`config.mk`:
```
export PLATFORM = sky130hd
export DESIGN_NAME = qr_loop_ctrl_flat
export DESIGN_NICKNAME = d
export VERILOG_FILES = /design/src/rtl/qr_loop_ctrl_if.sv /design/src/rtl/qr_loop_ctrl.sv /design/src/flat_wrapper.sv
export SDC_FILE = /design/constraint.sdc
export NUM_CORES = 1
export LEC_CHECK = 0
export CORE_AREA = 4 4 41 43
export CTS_CLUSTER_DIAMETER = 150
export CTS_CLUSTER_SIZE = 12
export DETAILED_ROUTE_END_ITERATION = 6
export DIE_AREA = 0 0 45 47
export PLACE_DENSITY_LB_ADDON = 0.2
export SETUP_SLACK_MARGIN = 0.15
export SLEW_MARGIN = 20
export SYNTH_ARGS = -nofsm -noshare
export SYNTH_HDL_FRONTEND = slang
export SYNTH_SLANG_ARGS = --single-unit
```
`constraint.sdc`:
```
create_clock -name clk -period 3 [get_ports clk]
set_input_delay 0.3 -clock clk [delete_from_list [all_inputs] [get_ports clk]]
set_output_delay 0.3 -clock clk [all_outputs]
set_load 0.01 [all_outputs]
```
`src/rtl/qr_loop_ctrl_if.sv`:
```
// Operation handshake between the QR loop sequencer and the projection/normalisation datapath.
// master = sequencer (offers operations), slave = datapath (accepts them).
interface qr_loop_ctrl_if #(
  parameter int CW = 4
);
  logic          op_valid;
  logic          op_ready;
  logic          op_norm;
  logic [CW-1:0] op_k;
  logic [CW-1:0] op_j;

  modport master (output op_valid, op_norm, op_k, op_j, input op_ready);
  modport slave  (input op_valid, op_norm, op_k, op_j, output op_ready);
endinterface

```
`src/rtl/qr_loop_ctrl.sv`:
```
// Gram-Schmidt QR loop sequencer: walks (k, j) via external counters and issues PROJ/NORM ops.
// Optional feature macro QR_LOOP_PERF_EN adds a saturating 16-bit backpressure stall counter.
module qr_loop_ctrl #(
  parameter int N  = 4,
  parameter int CW = 4
) (
  input  logic          clk,
  input  logic          reset,
  input  logic          start,
  input  logic [CW-1:0] oc_cnt,
  input  logic [CW-1:0] ic_cnt,
  output logic          oc_clr,
  output logic          oc_en,
  output logic          ic_clr,
  output logic          ic_en,
  qr_loop_ctrl_if.master op,
  output logic          busy,
  output logic          done
`ifdef QR_LOOP_PERF_EN
  ,
  output logic [15:0]   stall_cnt
`endif
);

  typedef enum logic [1:0] {
    IDLE  = 2'd0,
    CLR   = 2'd1,
    ISSUE = 2'd2,
    DONE  = 2'd3
  } state_t;

  localparam logic [CW-1:0] LAST_K = CW'(N - 1);

  state_t state_reg;
  state_t state_next;
  logic   is_norm;
  logic   is_last_k;

  assign is_norm   = (ic_cnt == oc_cnt);
  assign is_last_k = (oc_cnt == LAST_K);

  always_ff @(posedge clk or negedge reset) begin
    if (!reset) begin
      state_reg <= IDLE;
    end else begin
      state_reg <= state_next;
    end
  end

  always_comb begin
    state_next  = state_reg;
    oc_clr      = 1'b0;
    oc_en       = 1'b0;
    ic_clr      = 1'b0;
    ic_en       = 1'b0;
    op.op_valid = 1'b0;
    op.op_norm  = 1'b0;
    op.op_k     = '0;
    op.op_j     = '0;
    case (state_reg)
      IDLE: begin
        if (start) begin
          state_next = CLR;
        end
      end
      CLR: begin
        oc_clr     = 1'b1;
        ic_clr     = 1'b1;
        state_next = ISSUE;
      end
      ISSUE: begin
        op.op_valid = 1'b1;
        op.op_norm  = is_norm;
        op.op_k     = oc_cnt;
        op.op_j     = ic_cnt;
        // Strobes fire only on the handshake so a stalled offer keeps its indices.
        if (op.op_ready) begin
          if (!is_norm) begin
            ic_en = 1'b1;
          end else if (!is_last_k) begin
            oc_en  = 1'b1;
            ic_clr = 1'b1;
          end else begin
            state_next = DONE;
          end
        end
      end
      DONE: begin
        state_next = IDLE;
      end
      default: begin
        state_next = IDLE;
      end
    endcase
  end

  assign busy = (state_reg != IDLE);
  assign done = (state_reg == DONE);

`ifdef QR_LOOP_PERF_EN
  logic [15:0] stall_cnt_reg;

  always_ff @(posedge clk or negedge reset) begin
    if (!reset) begin
      stall_cnt_reg <= '0;
    end else if (state_reg == CLR) begin
      stall_cnt_reg <= '0;
    end else if ((state_reg == ISSUE) && !op.op_ready && (stall_cnt_reg != 16'hFFFF)) begin
      stall_cnt_reg <= stall_cnt_reg + 16'd1;
    end
  end

  assign stall_cnt = stall_cnt_reg;
`endif

endmodule

```
`src/flat_wrapper.sv`:
```
// flat-port wrapper written by rule: the top's interface ports become plain ports
module qr_loop_ctrl_flat 
#(
  parameter int N  = 4,
  parameter int CW = 4
)
  (clk, reset, start, oc_cnt, ic_cnt, oc_clr, oc_en, ic_clr, ic_en, busy, done, op_op_valid, op_op_norm, op_op_k, op_op_j, op_op_ready);
  qr_loop_ctrl_if #(.CW(CW)) op_i ();
  input  logic clk;
  input  logic reset;
  input  logic start;
  input  logic [CW-1:0] oc_cnt;
  input  logic [CW-1:0] ic_cnt;
  output logic oc_clr;
  output logic oc_en;
  output logic ic_clr;
  output logic ic_en;
  output logic busy;
  output logic done;
  output wire logic [$bits(op_i.op_valid)-1:0] op_op_valid;
  output wire logic [$bits(op_i.op_norm)-1:0] op_op_norm;
  output wire logic [$bits(op_i.op_k)-1:0] op_op_k;
  output wire logic [$bits(op_i.op_j)-1:0] op_op_j;
  input wire logic [$bits(op_i.op_ready)-1:0] op_op_ready;
  assign op_op_valid = op_i.op_valid;
  assign op_op_norm = op_i.op_norm;
  assign op_op_k = op_i.op_k;
  assign op_op_j = op_i.op_j;
  assign op_i.op_ready = op_op_ready;
  qr_loop_ctrl #(.N(N), .CW(CW)) u_core (.clk(clk), .reset(reset), .start(start), .oc_cnt(oc_cnt), .ic_cnt(ic_cnt), .oc_clr(oc_clr), .oc_en(oc_en), .ic_clr(ic_clr), .ic_en(ic_en), .op(op_i), .busy(busy), .done(done));
endmodule
```
== Word-level counts from Yosys, hierarchy flattened ==
Cells that the tools add are included.

* Register bits: 2
* Output and inout bits: 16
* Input port bits: 12
* Logic and storage cells: 31

* Reduce and logical (&&, ||, !) cells: 3
* Mux-type cells: 18
* Equality and inequality tests: 9

{| class="wikitable"
|+ Operators by type and width
! cell !! count
|-
| $mux W1 || 10
|-
| $mux W2 || 4
|-
| $mux W4 || 2
|-
| $pmux W2 S4 || 1
|-
| $eq A2 B2 Y1 const B || 2
|-
| $eq A4 B2 Y1 const B || 1
|-
| $eq A4 B4 Y1 || 1
|-
| $ne A2 B1 Y1 const B || 2
|-
| $ne A2 B2 Y1 const B || 2
|-
| $reduce_and A4 Y1 || 1
|-
| $eq A2 B1 Y1 const B || 1
|-
| $logic_not A2 Y1 || 1
|-
| $pmux W1 S2 || 1
|-
| $reduce_bool A2 Y1 || 1
|}

== Logic depth before layout (Yosys ltp) ==
Gate-level depths: netlist of run 1.

* Word-level depth: 5
* Depth in mapped cells: 6
* Gate-level depth less buffers: 6

== Least setup slack after synthesis of run 1 ==
Ideal clock, no wire load.

* Path kind: reg2out
* Start: reg u_core.state_reg[0]
* End: out ic_clr
* Path buffers: 0
* Arrival: 1.338 ns
* Required time: 2.700 ns
* Slack: 1.362 ns
* Cell stages (with the launch flop): 6
* Cells stage by stage: dfrtp_1 -> inv_1 -> ha_1 -> nand2_1 -> nor3b_2 -> o21a_1

* Cells in the longest elaborated chain, start to end: 2
* Elaborated cells between the ends (all ways): 3
* Those cells by class: eq/ne (2); mux (1)

{| class="wikitable"
|+ Ends and longest elaborated chain
! what !! line !! text
|-
| start, declared || qr_loop_ctrl.sv:34 || <nowiki>state_t state_reg;</nowiki>
|-
| start signal, assigned || qr_loop_ctrl.sv:46 || <nowiki>state_reg <= state_next;</nowiki>
|-
| $eq A2 B2 Y1 / $eq A2 B1 Y1 (equally long branches) || qr_loop_ctrl.sv:60 || <nowiki>case (state_reg)</nowiki>
|-
| $pmux W1 S2 * || qr_loop_ctrl.sv:60 ||
|-
| end, declared || flat_wrapper.sv:16 || <nowiki>output logic ic_clr;</nowiki>
|}

Every way passes the cells marked *; elsewhere a longest branch is shown, timed or not.

== Final worst setup path of run 1 ==
* Start: in oc_cnt[3]
* End: out ic_clr

* Cells in the longest elaborated chain, start to end: 5
* Elaborated cells between the ends (all ways): 6
* Those cells by class: eq/ne (2); mux (4)

{| class="wikitable"
|+ Ends and longest elaborated chain
! what !! line !! text
|-
| start, declared || flat_wrapper.sv:12 || <nowiki>input logic [CW-1:0] oc_cnt;</nowiki>
|-
| $eq A4 B2 Y1 || qr_loop_ctrl.sv:40 || <nowiki>assign is_last_k = (oc_cnt == LAST_K);</nowiki>
|-
| $mux W1 || qr_loop_ctrl.sv:80 || <nowiki>end else if (!is_last_k) begin</nowiki>
|-
| $mux W1 * || qr_loop_ctrl.sv:78 || <nowiki>if (!is_norm) begin</nowiki>
|-
| $mux W1 * || qr_loop_ctrl.sv:77 || <nowiki>if (op.op_ready) begin</nowiki>
|-
| $pmux W1 S2 * || qr_loop_ctrl.sv:60 ||
|}

Marked as above.

==> flow_summary.yaml, run 1 <==
hold_path:
  timing.hold.worst.class: "in2async"
global_routing:
  track_usage_pct: 9.16
  first_pass_grt_wire_length_um: 1470
  grt_pass1_vias: 358
  antenna_found_initial: 0
  grt_overflow: 0
  maximum_number_of_pins_on_one_net_before_global_route_repair: 16
clock_network:
  post_cts.resized_instances: 0
  h-tree-depth: 1
  ctsLongestPathBuffers: 2
  clock-root-buffer: "sky130_fd_sc_hd__clkbuf_4"
  cts_inserted_buffers: 3
  clock-sinks: 2
  cts_tree: "done"
  clock_latency_ps: 220
  clkTransAtPathRegs_ps: 30
  cts_hold_buf: 0
  post-cts-setup-buffers: 0
setup_path:
  worst_path_max_delay_cell: "sky130_fd_sc_hd__clkdlybuf4s50_1"
  largest_fanout_on_the_critical_path: 6
  timing.critical_path.to_type: "output port"
  cp_cell_sequence: "clkdlybuf4s50_1, xor2_1, nor4_4, nor3b_2, o21a_1, clkdlybuf4s50_1"
  worst_ep_arrival_time_ps: 2240
  critical_path_required_time_ps: 2700
  crit_type: "in2out"
  path_common_cell: "sky130_fd_sc_hd__clkdlybuf4s50_1"
  cpPeakStageDelay_ps: 520
  start_kind: "input pin"
placement:
  final_hpwl_dp_um: 780
  placer_s_final_routability_congestion_estimate: 0.746
  numPortBuffers: 27
  placedInstanceArea_um2: 634
die:
  floorplan.io_pins: 28
  die_height_um: 47
  initial_standard_cell_utilization_of_the_core_pct: 26.8
  placeable_core_area_um2: 1300
  die_width_um: 45
  num_rows: 13
  die_area_um2: 2120
power_and_ir_drop:
  worst_ir_drop_vdd_mv: 0.345
  p_per_area_nw_per_um2: 729
  total_leakage_power_uw: 0.000267
yosys:
  syn_nets: 59
  synth_instances: 42
  yosysUniqueCellTypes: 20
  synthesis.area_um2: 349
  synthesized_flop_and_latch_total: 2
  yosysWarnings: 0
  ys_seq_area_share_pct: 14.3
  avgSynthCellArea_um2: 8.31
timing:
  rsz_0062_raised_after_global_routing: "no"
  min_period_over_period_pct: 84.8
  layout_min_cycle_time_ps: 2540
  setup_total_negative_slack_ps: 0
  clock-skew-final_ps: 0.301
  hold_viol: 0
  finalSetupViolations: 0
  finalMaxSlewViolations: 0
  fmax_mhz: 393
  tightestPinTransition_ps: 475
  slew-limit-headroom_pct: 68.1
drt:
  detailroute.via_count: 386
  routed_via_density: 4.49
  drc: 0
  first_pass_iters: 2
  route.antenna.remaining_nets: 0
  drt_iter0_markers: 2
  routedWlPerCell_um: 10.5
  detail_route.wirelength_um: 906
final_layout:
  antennaDiodeCount: 0
  layout-drive-gt1-share_pct: 12.7
  finalNetCount: 90
  area_overhead_vs_synth_pct: 88.2
  largest_register_ffs: 2
  fin_area_um2: 657
job:
  max_cap_violations: 0
outcome:
  run_status: "finished, final reports clean"
-- routing by layer --
| metal | track usage [%] | vias to the layer above | part of all wire [%] |
|---|---|---|---|
| met2 | 15.5 | 8 | 54 |
| met3 | 0 | 0 | 4.4 |
| met1 | 11.8 | 176 | 41 |
| met4 | 5.26 | 0 | 0 |
| li1 | - | 202 | - |
| met5 | 0 | - | 0 |
-- kinds of logic (layout without fill, tap and decap cells) --
family / count (synthesis) / in the layout / synth area share [%]
AO/OA/AOI/OAI: 6 / 6 / 13.6
XOR/XNOR: 4 / 4 / 10.0
adder cells (fa/ha/maj): 5 / 5 / 17.9
buffers and inverters: 5 / 34 / 5.37
flip-flops: 2 / 2 / 14.3
AND/OR/NAND/NOR: 20 / 20 / 38.7
-- worst paths after layout --
| path | endpoint | cells past startpoint | startpoint | slack [ps] |
|---|---|---|---|---|
| min in group clk | u_core.state_reg[0]$_DFFE_PN0P_ | 2 | u_core.state_reg[0]$_DFFE_PN0P_ | 610 |
| worst max register to register | u_core.state_reg[1]$_DFFE_PN0P_ | 5 | u_core.state_reg[0]$_DFFE_PN0P_ | 1420 |
| worst min-delay path | u_core.state_reg[1]$_DFFE_PN0P_ | 1 | reset | 240 |
| max in group asynchronous | u_core.state_reg[0]$_DFFE_PN0P_ | 1 | reset | 2650 |
| worst max-delay path | ic_clr | 6 | oc_cnt[3] | 460 |
| worst min register to register | u_core.state_reg[0]$_DFFE_PN0P_ | 2 | u_core.state_reg[0]$_DFFE_PN0P_ | 610 |
-- cell type report --
cell class | count | area [um2]
clock buffers | 3 | 22.5
fillers | 132 | 644
inverters | 4 | 15.0
multi-input cells | 35 | 280
flip-flops and latches | 2 | 50.0
well taps | 15 | 18.8
repair buffers | 27 | 270
-- power by group --
group,internal (uW),switching (uW),total (uW)
logic,206,156,362
registers,42.6,15.3,57.9
clock network,44.1,14.8,58.9
-- Yosys cell counts --
master	number	area (um2)
sky130_fd_sc_hd__ha_1	5	62.6
sky130_fd_sc_hd__nor3b_2	1	12.5
sky130_fd_sc_hd__nor2_1	2	7.51
sky130_fd_sc_hd__clkbuf_1	1	3.75
sky130_fd_sc_hd__nor3_1	2	10.0
sky130_fd_sc_hd__and2_2	2	15.0
sky130_fd_sc_hd__nor2b_1	1	6.26
sky130_fd_sc_hd__and2_1	7	43.8
sky130_fd_sc_hd__inv_1	4	15.0
sky130_fd_sc_hd__nand3_1	1	5.00
sky130_fd_sc_hd__a41oi_1	1	8.76
sky130_fd_sc_hd__a311oi_1	1	8.76
sky130_fd_sc_hd__o21ai_0	1	5.00
sky130_fd_sc_hd__a31o_2	2	17.5
sky130_fd_sc_hd__dfrtp_1	2	50.1
sky130_fd_sc_hd__nor4_4	1	21.3
sky130_fd_sc_hd__o21a_1	1	7.51
sky130_fd_sc_hd__nand2_1	2	7.51
sky130_fd_sc_hd__nand2b_1	1	6.26
sky130_fd_sc_hd__xor2_1	4	35.0
-- metrics by stage --
step           utilization (%)  setup slack [ps]  power, uW  hold WS (ps)  cells
3_5_place_dp              48.8               427        430           471     83
3_3_place_gp              48.8               470        430           469     83
4_1_cts                   50.5               422        494           230     86
6_report                  50.5               455        479           239     86
5_1_grt                   50.5               299        530           237     86
2_1_floorplan                -              1360        254          4.41     42
-- critical path: cells and delay by family --
kind	cells	cell delay, ps
buf+inv	2	970
simple gates	2	630
xor+xnor	1	200
compound gates	1	130
-- placed cells by master, fill, tap and decap left out, drive strengths merged, types with 2 or more instances in the layout --
cell / Yosys / routed
ha: 5 / 5
xor2: 4 / 4
and2: 9 / 9
clkbuf: 1 / 3
nor2: 2 / 2
a31o: 2 / 2
dfrtp: 2 / 2
clkdlybuf4s50: 0 / 27
nand2: 2 / 2
inv: 4 / 4
nor3: 2 / 2
No activity file was read; power rests on OpenSTA's default activity.
==> run 2: changes to the inputs <==
clock period = 2.6 ns   (was 3 ns; I/O delays follow)
==> run 2 against run 1 <==
Effect of this change:
- sequential power is 15% higher
- first-iteration DRC count grew to 3.0 times the previous value
- worst hold slack worse by 40 ps
- core utilization grew 1.7 points
- global-route usage is 2.1 points higher
- via count increased by 3.4%
- cell count increased by 3.5%
- clock power grew 15%
- clock-buffer cell count stayed put
- worst setup slack lost 180 ps
- largest power group unchanged
==> flow_summary.yaml, run 2 (synthesis results as in run 1) <==
outcome:
  run_status: "finished, final reports clean"
setup_path:
  largest_fanout_on_the_critical_path: 3
  start_kind: "input pin"
  critical_path_buffers_and_inverters: 2
  path_common_cell: "sky130_fd_sc_hd__clkdlybuf4s50_1"
  worst_path_max_delay_cell: "sky130_fd_sc_hd__clkdlybuf4s50_1"
  timing.critical_path.to_type: "output port"
  worst_ep_arrival_time_ps: 2060
  critical_path_required_time_ps: 2340
  cpPeakStageDelay_ps: 520
  crit_type: "in2out"
  critPathTopFamily: "buffers and inverters"
  cp_cell_sequence: "clkdlybuf4s50_1, xor2_1, nor4_4, nor3b_2, o21a_1, clkdlybuf4s50_1"
clock_network:
  clkTransAtPathRegs_ps: 30
  post_cts.resized_instances: 0
  clock_latency_ps: 220
  ctsLongestPathBuffers: 2
  cts_inserted_buffers: 3
  h-tree-depth: 1
  cts_tree: "done"
  clock-root-buffer: "sky130_fd_sc_hd__clkbuf_4"
  post-cts-setup-buffers: 0
  cts_hold_buf: 0
  clock-sinks: 2
timing:
  setup_total_negative_slack_ps: 0
  tightestPinTransition_ps: 278
  min_period_over_period_pct: 89.3
  hold_slack_ps: 199
  rsz_0062_raised_after_global_routing: "no"
  slew-limit-headroom_pct: 81.4
  hold_viol: 0
  finalMaxSlewViolations: 0
  clock-skew-final_ps: 2.45
  fmax_mhz: 431
  layout_min_cycle_time_ps: 2320
  finalSetupViolations: 0
placement:
  placedInstanceArea_um2: 657
  placer_s_final_routability_congestion_estimate: 0.709
  final_hpwl_dp_um: 845
  numPortBuffers: 27
final_layout:
  area_overhead_vs_synth_pct: 94.6
  most_common_library_cell_in_the_layout_ignoring_fill_and_taps: "sky130_fd_sc_hd__clkdlybuf4s50_1"
  filler_cell_count: 124
  fin_area_um2: 679
  antennaDiodeCount: 0
  layout.core_utilization_pct: 52.2
  multiInputGateArea_um2: 280
  layout-drive-gt1-share_pct: 16.2
  largest_register_ffs: 2
  mostFrequentLayoutCells: "27 x sky130_fd_sc_hd__clkdlybuf4s50_1, 7 x sky130_fd_sc_hd__and2_1, 5 x sky130_fd_sc_hd__ha_1"
  finalNetCount: 93
  layout.area.seq_um2: 50.0
global_routing:
  antenna_found_initial: 0
  first_pass_grt_wire_length_um: 1680
  grt_overflow: 0
  maximum_number_of_pins_on_one_net_before_global_route_repair: 15
  grt_pass1_vias: 399
  track_usage_pct: 11.3
drt:
  drt_iter0_markers: 6
  route.antenna.remaining_nets: 0
  routedWlPerCell_um: 11.1
  detailroute.via_count: 399
  drc: 0
  detail_route.wirelength_um: 984
  routed_via_density: 4.48
  first_pass_iters: 4
die:
  initial_standard_cell_utilization_of_the_core_pct: 26.8
  die_height_um: 47
  num_rows: 13
  die_width_um: 45
  floorplan.io_pins: 28
  placeable_core_area_um2: 1300
  die_area_um2: 2120
job:
  max_cap_violations: 0
power_and_ir_drop:
  p_per_area_nw_per_um2: 840
  worst_ir_drop_vdd_mv: 0.477
  total_leakage_power_uw: 0.000283
hold_path:
  timing.hold.worst.class: "in2async"
## run 2: changes by cell type in the layout (fill, tap and decap cells not counted)
cell,change
sky130_fd_sc_hd__buf_4,+3
## run 2: power breakdown
group	internal, uW	leakage [uW]	switching [uW]
combinational	247	0.000245	189
clock	50.9	0.0000138	17.2
sequential	49.1	0.0000240	17.5
## run 2: stage by stage
| stage | setup slack [ps] | instances | total power, uW |
|---|---|---|---|
| after floorplan | 1000 | 42 | 293 |
| after global placement | 260 | 86 | 508 |
| after detailed placement | 247 | 86 | 509 |
| after CTS | 246 | 89 | 585 |
| after global routing | 150 | 89 | 632 |
| final | 278 | 89 | 571 |
## run 2: layer usage
metal  GRT usage (%)  share of wire, %
met4            8.77                 0
met5               0                 0
met2            19.2                55
met1            12.1                42
met3            2.68               3.3
## run 2: layout make-up
cell class | instances | share of cell area, %
Multi-Input combinational cell | 35 | 41.3
Inverter | 4 | 2.21
Tap cell | 15 | 2.76
Timing Repair Buffer | 30 | 43.1
Clock buffer | 3 | 3.31
Sequential cell | 2 | 7.37
## run 2: final timing paths
kind	to	start	slack, ps	depth (start not counted)
hold reg to reg	u_core.state_reg[0]$_DFFE_PN0P_	u_core.state_reg[0]$_DFFE_PN0P_	620	2
max in group asynchronous	u_core.state_reg[0]$_DFFE_PN0P_	reset	2280	1
setup / recovery	ic_clr	oc_cnt[0]	280	6
hold / removal	u_core.state_reg[1]$_DFFE_PN0P_	reset	200	1
min in group clk	u_core.state_reg[0]$_DFFE_PN0P_	u_core.state_reg[0]$_DFFE_PN0P_	620	2
setup reg to reg	u_core.state_reg[1]$_DFFE_PN0P_	u_core.state_reg[0]$_DFFE_PN0P_	1080	6
==> run 3: changes to the inputs <==
SETUP_SLACK_MARGIN = unset   (was 0.15)
==> results of run 3 <==
Final layout, timing and power as in run 2 (identical DEF).
